## config.mk

```make
export PLATFORM = sky130hd
export DESIGN_NAME = div_datapath_flat
export DESIGN_NICKNAME = d
export VERILOG_FILES = /design/src/rtl/div_pkg.sv /design/src/rtl/div_datapath_if.sv /design/src/rtl/div_alu.sv /design/src/rtl/div_datapath.sv /design/src/flat_wrapper.sv
export SDC_FILE = /design/constraint.sdc
export NUM_CORES = 1
export LEC_CHECK = 0
export ABC_AREA = 1
export CELL_PAD_IN_SITES_DETAIL_PLACEMENT = 0
export CELL_PAD_IN_SITES_GLOBAL_PLACEMENT = 1
export CORE_MARGIN = 8
export CORE_UTILIZATION = 36
export DETAILED_ROUTE_END_ITERATION = 16
export GPL_TIMING_DRIVEN = 0
export MAX_ROUTING_LAYER = met4
export PLACE_DENSITY = 0.75
export SETUP_SLACK_MARGIN = 0.1
export SLEW_MARGIN = 25
export SYNTH_ARGS = -nofsm -noshare
export SYNTH_HDL_FRONTEND = slang
export SYNTH_SLANG_ARGS = --single-unit
export TNS_END_PERCENT = 100
```

## constraint.sdc

```tcl
create_clock -name clk -period 5.56 [get_ports clk]
set_input_delay 1.112 -clock clk [delete_from_list [all_inputs] [get_ports clk]]
set_output_delay 1.112 -clock clk [all_outputs]
set_load 0.01 [all_outputs]
```

## src/rtl/div_pkg.sv

```systemverilog
// Shared constants and helpers for the restoring-division datapath.
package div_pkg;

  localparam int DIV_W = 32;
  localparam logic [5:0] FUNCT_SUB = 6'b001010;
  localparam logic [5:0] FUNCT_ADD = 6'b100000;

  typedef enum logic [1:0] {
    ALU_PASS = 2'd0,
    ALU_SUB  = 2'd1,
    ALU_ADD  = 2'd2
  } alu_op_e;

  function automatic alu_op_e decode_funct(input logic [5:0] funct);
    alu_op_e op;
    case (funct)
      FUNCT_SUB: op = ALU_SUB;
      FUNCT_ADD: op = ALU_ADD;
      default:   op = ALU_PASS;
    endcase
    return op;
  endfunction

endpackage

```

## src/rtl/div_datapath_if.sv

```systemverilog
// Operand/control/result bundle of the divider datapath.
// The dz flag exists only when DIV_DZ_DETECT_EN is defined.
interface div_datapath_if;
  import div_pkg::*;

  logic [DIV_W-1:0] dividend;
  logic [DIV_W-1:0] divisor;
  logic             w_ctrl_reg1;
  logic             w_ctrl_reg2;
  logic             SLL_ctrl;
  logic             SRL_ctrl;
  logic [5:0]       funct;
  logic [DIV_W-1:0] quotient;
  logic [DIV_W-1:0] remainder;
  logic             valid;

`ifdef DIV_DZ_DETECT_EN
  logic             dz;

  modport master (
    output dividend, divisor, w_ctrl_reg1, w_ctrl_reg2, SLL_ctrl, SRL_ctrl, funct,
    input  quotient, remainder, valid, dz
  );

  modport slave (
    input  dividend, divisor, w_ctrl_reg1, w_ctrl_reg2, SLL_ctrl, SRL_ctrl, funct,
    output quotient, remainder, valid, dz
  );
`else
  modport master (
    output dividend, divisor, w_ctrl_reg1, w_ctrl_reg2, SLL_ctrl, SRL_ctrl, funct,
    input  quotient, remainder, valid
  );

  modport slave (
    input  dividend, divisor, w_ctrl_reg1, w_ctrl_reg2, SLL_ctrl, SRL_ctrl, funct,
    output quotient, remainder, valid
  );
`endif

endinterface

```

## src/rtl/div_alu.sv

```systemverilog
// 33-bit add/subtract unit; borrow is meaningful only for the SUB opcode.
module div_alu
  import div_pkg::*;
(
  input  logic [DIV_W:0] a,
  input  logic [DIV_W:0] b,
  input  logic [5:0]     funct,
  output logic [DIV_W:0] result,
  output logic           borrow
);

  logic [DIV_W+1:0] wide_s;
  alu_op_e          op_s;

  assign op_s = decode_funct(funct);

  // Extended-width arithmetic so the top bit carries the borrow.
  always_comb begin
    wide_s = {(DIV_W+2){1'b0}};
    case (op_s)
      ALU_SUB: wide_s = {1'b0, a} - {1'b0, b};
      ALU_ADD: wide_s = {1'b0, a} + {1'b0, b};
      default: wide_s = {1'b0, a};
    endcase
    result = wide_s[DIV_W:0];
    if (op_s == ALU_SUB) begin
      borrow = wide_s[DIV_W+1];
    end else begin
      borrow = 1'b0;
    end
  end

endmodule

```

## src/rtl/div_datapath.sv

```systemverilog
// Restoring shift-subtract divider datapath driven by an external control FSM.
// Optional feature macro: DIV_DZ_DETECT_EN (divide-by-zero flag and zeroed result).
module div_datapath
  import div_pkg::*;
(
  input  logic          clk,
  input  logic          rst,
  div_datapath_if.slave bus
);

  logic [DIV_W:0]   rhi_r;
  logic [DIV_W-1:0] rlo_r;
  logic [DIV_W-1:0] dreg_r;
  logic [DIV_W-1:0] quotient_r;
  logic [DIV_W-1:0] remainder_r;
  logic             valid_r;
  logic [2*DIV_W:0] shift_s;
  logic [DIV_W:0]   diff_s;
  logic             borrow_s;
  logic             sub_step_s;

  // rhi_r[DIV_W] falls off the top: the window is {rhi[31:0], rlo} << 1.
  assign shift_s    = {rhi_r, rlo_r} << 1;
  assign sub_step_s = bus.SLL_ctrl && (bus.funct == FUNCT_SUB);

  div_alu u_alu (
    .a      (shift_s[2*DIV_W:DIV_W]),
    .b      ({1'b0, dreg_r}),
    .funct  (bus.funct),
    .result (diff_s),
    .borrow (borrow_s)
  );

  // Working register: load beats commit, commit freezes the iteration step.
  always_ff @(posedge clk or posedge rst) begin
    if (rst) begin
      rhi_r <= {(DIV_W+1){1'b0}};
      rlo_r <= {DIV_W{1'b0}};
    end else if (bus.w_ctrl_reg1) begin
      rhi_r <= {(DIV_W+1){1'b0}};
      rlo_r <= bus.dividend;
    end else if (bus.SRL_ctrl) begin
      rhi_r <= rhi_r;
      rlo_r <= rlo_r;
    end else if (sub_step_s) begin
      if (!borrow_s) begin
        rhi_r <= diff_s;
        rlo_r <= {shift_s[DIV_W-1:1], 1'b1};
      end else begin
        rhi_r <= shift_s[2*DIV_W:DIV_W];
        rlo_r <= shift_s[DIV_W-1:0];
      end
    end
  end

  // Divisor register.
  always_ff @(posedge clk or posedge rst) begin
    if (rst) begin
      dreg_r <= {DIV_W{1'b0}};
    end else if (bus.w_ctrl_reg2) begin
      dreg_r <= bus.divisor;
    end
  end

`ifdef DIV_DZ_DETECT_EN
  logic dz_r;

  // Committed result with divide-by-zero detection; a zero divisor yields 0/0.
  always_ff @(posedge clk or posedge rst) begin
    if (rst) begin
      quotient_r  <= {DIV_W{1'b0}};
      remainder_r <= {DIV_W{1'b0}};
      valid_r     <= 1'b0;
      dz_r        <= 1'b0;
    end else if (bus.w_ctrl_reg1) begin
      valid_r <= 1'b0;
      dz_r    <= 1'b0;
    end else if (bus.SRL_ctrl) begin
      valid_r <= 1'b1;
      dz_r    <= (dreg_r == {DIV_W{1'b0}});
      if (dreg_r == {DIV_W{1'b0}}) begin
        quotient_r  <= {DIV_W{1'b0}};
        remainder_r <= {DIV_W{1'b0}};
      end else begin
        quotient_r  <= rlo_r;
        remainder_r <= rhi_r[DIV_W-1:0];
      end
    end
  end

  assign bus.dz = dz_r;
`else
  // Committed result; a zero divisor naturally gives all-ones / dividend.
  always_ff @(posedge clk or posedge rst) begin
    if (rst) begin
      quotient_r  <= {DIV_W{1'b0}};
      remainder_r <= {DIV_W{1'b0}};
      valid_r     <= 1'b0;
    end else if (bus.w_ctrl_reg1) begin
      valid_r <= 1'b0;
    end else if (bus.SRL_ctrl) begin
      valid_r     <= 1'b1;
      quotient_r  <= rlo_r;
      remainder_r <= rhi_r[DIV_W-1:0];
    end
  end
`endif

  assign bus.quotient  = quotient_r;
  assign bus.remainder = remainder_r;
  assign bus.valid     = valid_r;

endmodule
```

## src/flat_wrapper.sv

```systemverilog
// flat-port wrapper written by rule: the top's interface ports become plain ports
module div_datapath_flat import div_pkg::*;
  (clk, rst, bus_dividend, bus_divisor, bus_w_ctrl_reg1, bus_w_ctrl_reg2, bus_SLL_ctrl, bus_SRL_ctrl, bus_funct, bus_quotient, bus_remainder, bus_valid);
  div_datapath_if bus_i ();
  input  logic clk;
  input  logic rst;
  input wire logic [$bits(bus_i.dividend)-1:0] bus_dividend;
  input wire logic [$bits(bus_i.divisor)-1:0] bus_divisor;
  input wire logic [$bits(bus_i.w_ctrl_reg1)-1:0] bus_w_ctrl_reg1;
  input wire logic [$bits(bus_i.w_ctrl_reg2)-1:0] bus_w_ctrl_reg2;
  input wire logic [$bits(bus_i.SLL_ctrl)-1:0] bus_SLL_ctrl;
  input wire logic [$bits(bus_i.SRL_ctrl)-1:0] bus_SRL_ctrl;
  input wire logic [$bits(bus_i.funct)-1:0] bus_funct;
  output wire logic [$bits(bus_i.quotient)-1:0] bus_quotient;
  output wire logic [$bits(bus_i.remainder)-1:0] bus_remainder;
  output wire logic [$bits(bus_i.valid)-1:0] bus_valid;
  assign bus_i.dividend = bus_dividend;
  assign bus_i.divisor = bus_divisor;
  assign bus_i.w_ctrl_reg1 = bus_w_ctrl_reg1;
  assign bus_i.w_ctrl_reg2 = bus_w_ctrl_reg2;
  assign bus_i.SLL_ctrl = bus_SLL_ctrl;
  assign bus_i.SRL_ctrl = bus_SRL_ctrl;
  assign bus_i.funct = bus_funct;
  assign bus_quotient = bus_i.quotient;
  assign bus_remainder = bus_i.remainder;
  assign bus_valid = bus_i.valid;
  div_datapath u_core (.clk(clk), .rst(rst), .bus(bus_i));
endmodule
```

==> results.yml, run 1 <==
cells_and_area:
  synthToLayoutAreaGrowth_pct: 25.8
  regArea_sq_mm: 0.00403
  drive_above_1_share: 0.0472
  fillCellCount: 2962
  layoutNonFillerInstCount: 2030
  multi_input_comb_area_sq_mm: 0.00508
  nets: 1752
  insertedDiodeCount: 0
synthesis:
  ys_types: 33
  synthArstFlopShare: 1.00
  ys.flop_type: "dfrtp_1"
  seq_area_frac_synth: 0.393
  synth-seq-cells: 161
  synth_edf_count: 0
  netlist_area_sq_mm: 0.0102
  synth_warnings: 0
  synth_area_per_cell_sq_um: 6.94
  synthCells: 1475
  syn_nets: 1588
clocking:
  clock_sinks: 161
  clockRootBuffer: "clkbuf_16"
  postCtsSetupBuffers: 0
  cts.path.max_buffers: 2
  h-tree-depth: 4
  clock_latency_ns: 0.45
  cts_tree: "built"
  clkTransAtPathRegs_ns: 0.08
  numCtsBuffers: 17
worst_setup_path:
  start_kind: "primary input"
  end_kind: "register"
  rr_worst_depth: 21
  rrSetupSlack_ns: 1.32
  r2r-start: "u_core.dreg_r[0]$_DFFE_PP0P_"
  worstPathMaxFanout: 10
  r2r_end: "u_core.rlo_r[0]$_DFFE_PP0P_"
  required_ns: 5.88
  crit_arrival_ns: 5.44
  path_class: "primary input to register"
die:
  dieArea_sq_mm: 0.0341
  die_width_um: 185
  core_sq_mm: 0.0279
  num_io_pins: 141
  rows: 61
  start_util: 0.367
  die_h_um: 185
route:
  firstDrtPassIters: 5
  via_per_inst: 4.81
  wl_per_cell_um: 16.4
  drc: 0
  detail-route-antenna-nets: 0
  drtIter0Drc: 707
  dr_total_vias: 9760
  wirelength_mm: 33.2
timing:
  finalHoldViolations: 0
  rsz0062_at_grt: "false"
  worst_pin_slew_ns: 0.678
  fin_skew_ns: 0.0182
  finalCritPeriodShare: 0.921
  fmax_mhz: 195
  setup_slack_ns: 0.440
  drv_slew: 0
  period_minus_slack_ns: 5.12
  fin_setup_tns_ns: 0
  maxSlewHeadroom: 0.543
  finalSetupViolations: 0
job:
  drv_cap: 0
global_route:
  grt_pass1_vias: 9627
  grt_usage: 0.206
  grt_overflow: 0
  grt_pass1_wl_mm: 53.0
  grt_max_degree: 32
  antenna_found_initial: 0
hold_path:
  min_path_cells: 2
  min_from: "u_core.bus.remainder[7]$_DFFE_PP0P_"
  worstHoldPathType: "register to register"
  hold_end: "u_core.bus.remainder[7]$_DFFE_PP0P_"
placed_design:
  place.gp.congestion: 0.880
  dpl.hpwl_mm: 26.8
  place_ws_ns: -0.321
  placedCellCount: 1998
  numPortBuffers: 139
power_and_ir_drop:
  powerDensity_mw_per_mm2: 239
  p_leak_nw: 6.70
  max-vdd-ir-drop_v: 0.000154
  fin_total_pwr_mw: 3.08
status:
  status: "completed"
[cell usage after synthesis (2+ instances only)]
library cell / number / area, sq um
a21oi_1: 22 / 110
a22oi_1: 16 / 120
and2_1: 3 / 18.8
buf_1: 5 / 18.8
buf_2: 12 / 60.1
buf_6: 3 / 33.8
clkbuf_1: 37 / 139
dfrtp_1: 161 / 4030
ha_1: 36 / 450
inv_1: 229 / 860
inv_2: 5 / 18.8
mux2_2: 4 / 45.0
nand2_1: 503 / 1890
nand2_2: 3 / 18.8
nand3_1: 86 / 430
nand3_2: 3 / 30.0
nand3_4: 2 / 35.0
nand3b_1: 3 / 22.5
nand4_1: 38 / 238
nor2_1: 79 / 297
nor2_2: 3 / 18.8
nor3_1: 11 / 55.1
o21ai_0: 144 / 721
o21bai_1: 3 / 22.5
o221ai_1: 15 / 131
xor2_1: 42 / 368
[worst max-delay path, cell delays in order]
cell             delay, ns
clkdlybuf4s50_1       0.40
nor3_1                0.24
and2_1                0.22
ha_1                  0.20
clkbuf_2              0.27
clkinvlp_4            0.27
clkbuf_2              0.26
nand2_1               0.12
xor2_1                0.36
ha_1                  0.36
nand2_1               0.09
nand2_1               0.09
inv_1                 0.08
nand2_1               0.05
nand2_1               0.06
nand3_2               0.12
nand2_2               0.09
nand2_1               0.06
nand2_1               0.09
nand2_1               0.07
nand2_2               0.17
nand3_4               0.18
buf_6                 0.22
nand2_1               0.13
o211ai_1              0.10
[per-layer routing]
metal	global-route usage	vias up	part of all wire
met2	0.325	199	0.46
met3	0.0246	26	0.037
met5	-	-	0
li1	-	4999	-
met4	0.0432	0	0.013
met1	0.282	4536	0.49
[power by group]
group	internal, mW	switching [mW]	total, mW	leakage (nW)
sequential	1.25	0.0440	1.29	2.09
clock	0.621	0.625	1.25	0.302
combinational	0.225	0.322	0.547	4.31
total	2.09	0.991	3.08	6.70
[area by class of cell]
type | count | area share
Buffer | 57 | 0.0197
Clock buffer | 17 | 0.0330
Clock inverter | 15 | 0.0158
Inverter | 235 | 0.0691
Multi-Input combinational cell | 1022 | 0.394
Sequential cell | 161 | 0.313
Tap cell | 378 | 0.0367
Timing Repair Buffer | 145 | 0.119
[cells in the final DEF (no fill, tap or decap), drive strengths merged]
cell type      instances
and2                   3
a22oi                 16
clkdlybuf4s50        139
a21o                   1
nand3                 91
ha                    36
fa                     1
clkinv                 8
nor3                  11
mux2                   4
dfrtp                161
a21oi                 22
nor4                   1
nand2                506
o21ai                144
o21bai                 3
nand3b                 3
a31oi                  1
xor2                  42
clkbuf                54
nor2                  83
inv                  240
buf                   26
o211ai                 1
o221ai                15
nand4                 38
clkinvlp               2
[what timing repair did]
action / CTS / global route
setup endpoints to repair: 0 / 33
hold buffers: 0 / 0
resized for setup: 0 / 5
[state kept, by name, summed over array words and instances (netlist names)]
name                  flops
u_core.dreg_r            32
u_core.bus.remainder     32
u_core.bus.quotient      32
u_core.rlo_r             32
u_core.bus.valid          1
u_core.rhi_r             32
[cells by family (layout without fill, tap and decap cells)]
family	after synthesis	in the layout	share of synthesized area
flip-flops	161	161	0.393
XOR/XNOR	42	42	0.0359
buffers and inverters	292	469	0.111
multiplexers	4	4	0.00440
adder cells (fa/ha/maj)	37	37	0.0459
AO/OA/AOI/OAI	203	203	0.110
AND/OR/NAND/NOR	736	736	0.300
[worst max-delay path by stage]
stage | start | endpoint | slack, ns | depth (start not counted)
6_report | bus_funct[2] | u_core.rlo_r[0]$_DFFE_PP0P_ | 0.44 | 25
5_1_grt | bus_funct[2] | u_core.rlo_r[0]$_DFFE_PP0P_ | 0.21 | 25
4_1_cts | bus_funct[2] | u_core.rlo_r[0]$_DFFE_PP0P_ | 0.13 | 25
3_5_place_dp | bus_funct[2] | u_core.rlo_r[0]$_DFFE_PP0P_ | -0.32 | 25
3_3_place_gp | bus_funct[2] | u_core.rlo_r[0]$_DFFE_PP0P_ | -0.30 | 25
2_1_floorplan | bus_funct[2] | u_core.rhi_r[0]$_DFFE_PP0P_ | 1.48 | 24
[stage by stage]
stage	hold slack (ns)	utilization	instance area (sq um)
after global placement	0.466	0.433	12100
after detailed placement	0.472	0.438	12200
after CTS	0.490	0.461	12900
final	0.481	0.461	12900
after global routing	0.505	0.461	12900
after floorplan	0.473	-	10200
Power figures use the tool's default switching activity.
==> run 2, diff against run 1 <==
- CAP_MARGIN: not set -> 10
==> results.yml, run 2 (synthesized netlist as in run 1, its figures left out) <==
die:
  start_util: 0.367
  die_width_um: 185
  die_h_um: 185
  core_sq_mm: 0.0279
  num_io_pins: 141
  rows: 61
  dieArea_sq_mm: 0.0341
worst_setup_path:
  rrSetupSlack_ns: 1.33
  r2r_end: "u_core.rlo_r[0]$_DFFE_PP0P_"
  rr_worst_depth: 21
  cp_slowest_stage_delay_ns: 0.40
  worstPathMaxFanout: 10
  end_kind: "register"
  path_class: "primary input to register"
  crit_arrival_ns: 5.47
  start_kind: "primary input"
  r2r-start: "u_core.dreg_r[0]$_DFFE_PP0P_"
  required_ns: 5.87
  slowest_stage: "clkdlybuf4s50_1"
  cp_common_cell: "nand2_1"
  startpoint: "bus_funct[2]"
cells_and_area:
  layoutNonFillerInstCount: 2030
  synthToLayoutAreaGrowth_pct: 25.7
  utilization: 0.461
  layout_common_cells: "nand2_1, inv_1, dfrtp_1"
  fin_area_sq_mm: 0.0129
  drive_above_1_share: 0.0466
  final_common_cell: "nand2_1"
  nets: 1752
  insertedDiodeCount: 0
clocking:
  clockRootBuffer: "clkbuf_16"
  clkTransAtPathRegs_ns: 0.07
  cts.path.max_buffers: 2
  clock_latency_ns: 0.45
  h-tree-depth: 4
  holdBufCountCts: 0
  cts_tree: "built"
  numCtsBuffers: 17
  clock_sinks: 161
global_route:
  antenna_found_initial: 0
  grt_overflow: 0
  grt_usage: 0.206
  grt_max_degree: 32
  grt_pass1_wl_mm: 53.2
  met2_usage: 0.324
  met3_usage: 0.0244
  grt_use_met1: 0.281
  grt_pass1_vias: 9663
  top_usage_layer: "met2"
timing:
  maxSlewHeadroom: 0.528
  rsz0062_at_grt: "false"
  fin_setup_tns_ns: 0
  finalHoldViolations: 0
  setup_slack_ns: 0.404
  worst_pin_slew_ns: 0.706
  fin_skew_ns: 0.0145
  finalCritPeriodShare: 0.927
  period_minus_slack_ns: 5.16
  fmax_mhz: 194
  drv_slew: 0
  finalSetupViolations: 0
  holdWs_ns: 0.481
power_and_ir_drop:
  p_leak_nw: 6.70
  fin_total_pwr_mw: 3.08
  max-vdd-ir-drop_v: 0.000174
  powerDensity_mw_per_mm2: 239
placed_design:
  dpl.hpwl_mm: 26.8
  place_ws_ns: -0.283
  numPortBuffers: 139
  place.gp.congestion: 0.880
  placedCellCount: 1998
  postPlaceCellArea_sq_mm: 0.0122
route:
  detail-route-antenna-nets: 0
  wirelength_mm: 33.1
  wl_per_cell_um: 16.3
  dr_total_vias: 9701
  firstDrtPassIters: 7
  drtIter0Drc: 814
  drc: 0
  via_per_inst: 4.78
hold_path:
  min_from: "u_core.bus.remainder[7]$_DFFE_PP0P_"
  worstHoldPathType: "register to register"
  min_path_cells: 2
  hold_end: "u_core.bus.remainder[7]$_DFFE_PP0P_"
status:
  status: "completed"
job:
  drv_cap: 0
[run 2: per-layer routing]
metal	wire length [um]	share of wire
met5	0	0
met4	556	0.017
met3	1080	0.033
met2	15100	0.45
met1	16400	0.50
[run 2: worst max-delay path by stage]
stage                             endpoint  slack [ns]  cells past startpoint
6_report       u_core.rlo_r[0]$_DFFE_PP0P_        0.40                     25
5_1_grt        u_core.rlo_r[0]$_DFFE_PP0P_        0.14                     26
4_1_cts        u_core.rlo_r[0]$_DFFE_PP0P_        0.17                     25
3_5_place_dp   u_core.rlo_r[0]$_DFFE_PP0P_       -0.28                     25
3_3_place_gp   u_core.rlo_r[0]$_DFFE_PP0P_       -0.30                     25
2_1_floorplan  u_core.rhi_r[0]$_DFFE_PP0P_        1.48                     24
[run 2: worst max-delay path, delay by kind of cell]
kind	cells	cell delay (ns)
AO/OA/AOI/OAI	1	0.10
XOR/XNOR	1	0.39
buffers and inverters	6	1.49
adder cells (fa/ha/maj)	2	0.58
AND/OR/NAND/NOR	15	1.78
[run 2: what timing repair did]
item / CTS / global route
resized for setup: 0 / 3
buffers inserted: 0 / 0
setup endpoints to repair: 0 / 33
[run 2: report_power, final]
group          switching [mW]  internal, mW  total [mW]
clock network           0.624         0.621        1.25
registers              0.0438          1.25        1.29
logic                   0.322         0.225       0.547
total                   0.990          2.09        3.08
[run 2: layout make-up]
| type | instances | area (sq um) |
|---|---|---|
| fillers | 2960 | 15100 |
| multi-input cells | 1022 | 5080 |
| flip-flops and latches | 161 | 4030 |
| repair buffers | 145 | 1530 |
| inverters | 235 | 886 |
| well taps | 378 | 473 |
| clock buffers | 17 | 425 |
| plain buffers | 57 | 253 |
| clock inverters | 15 | 204 |
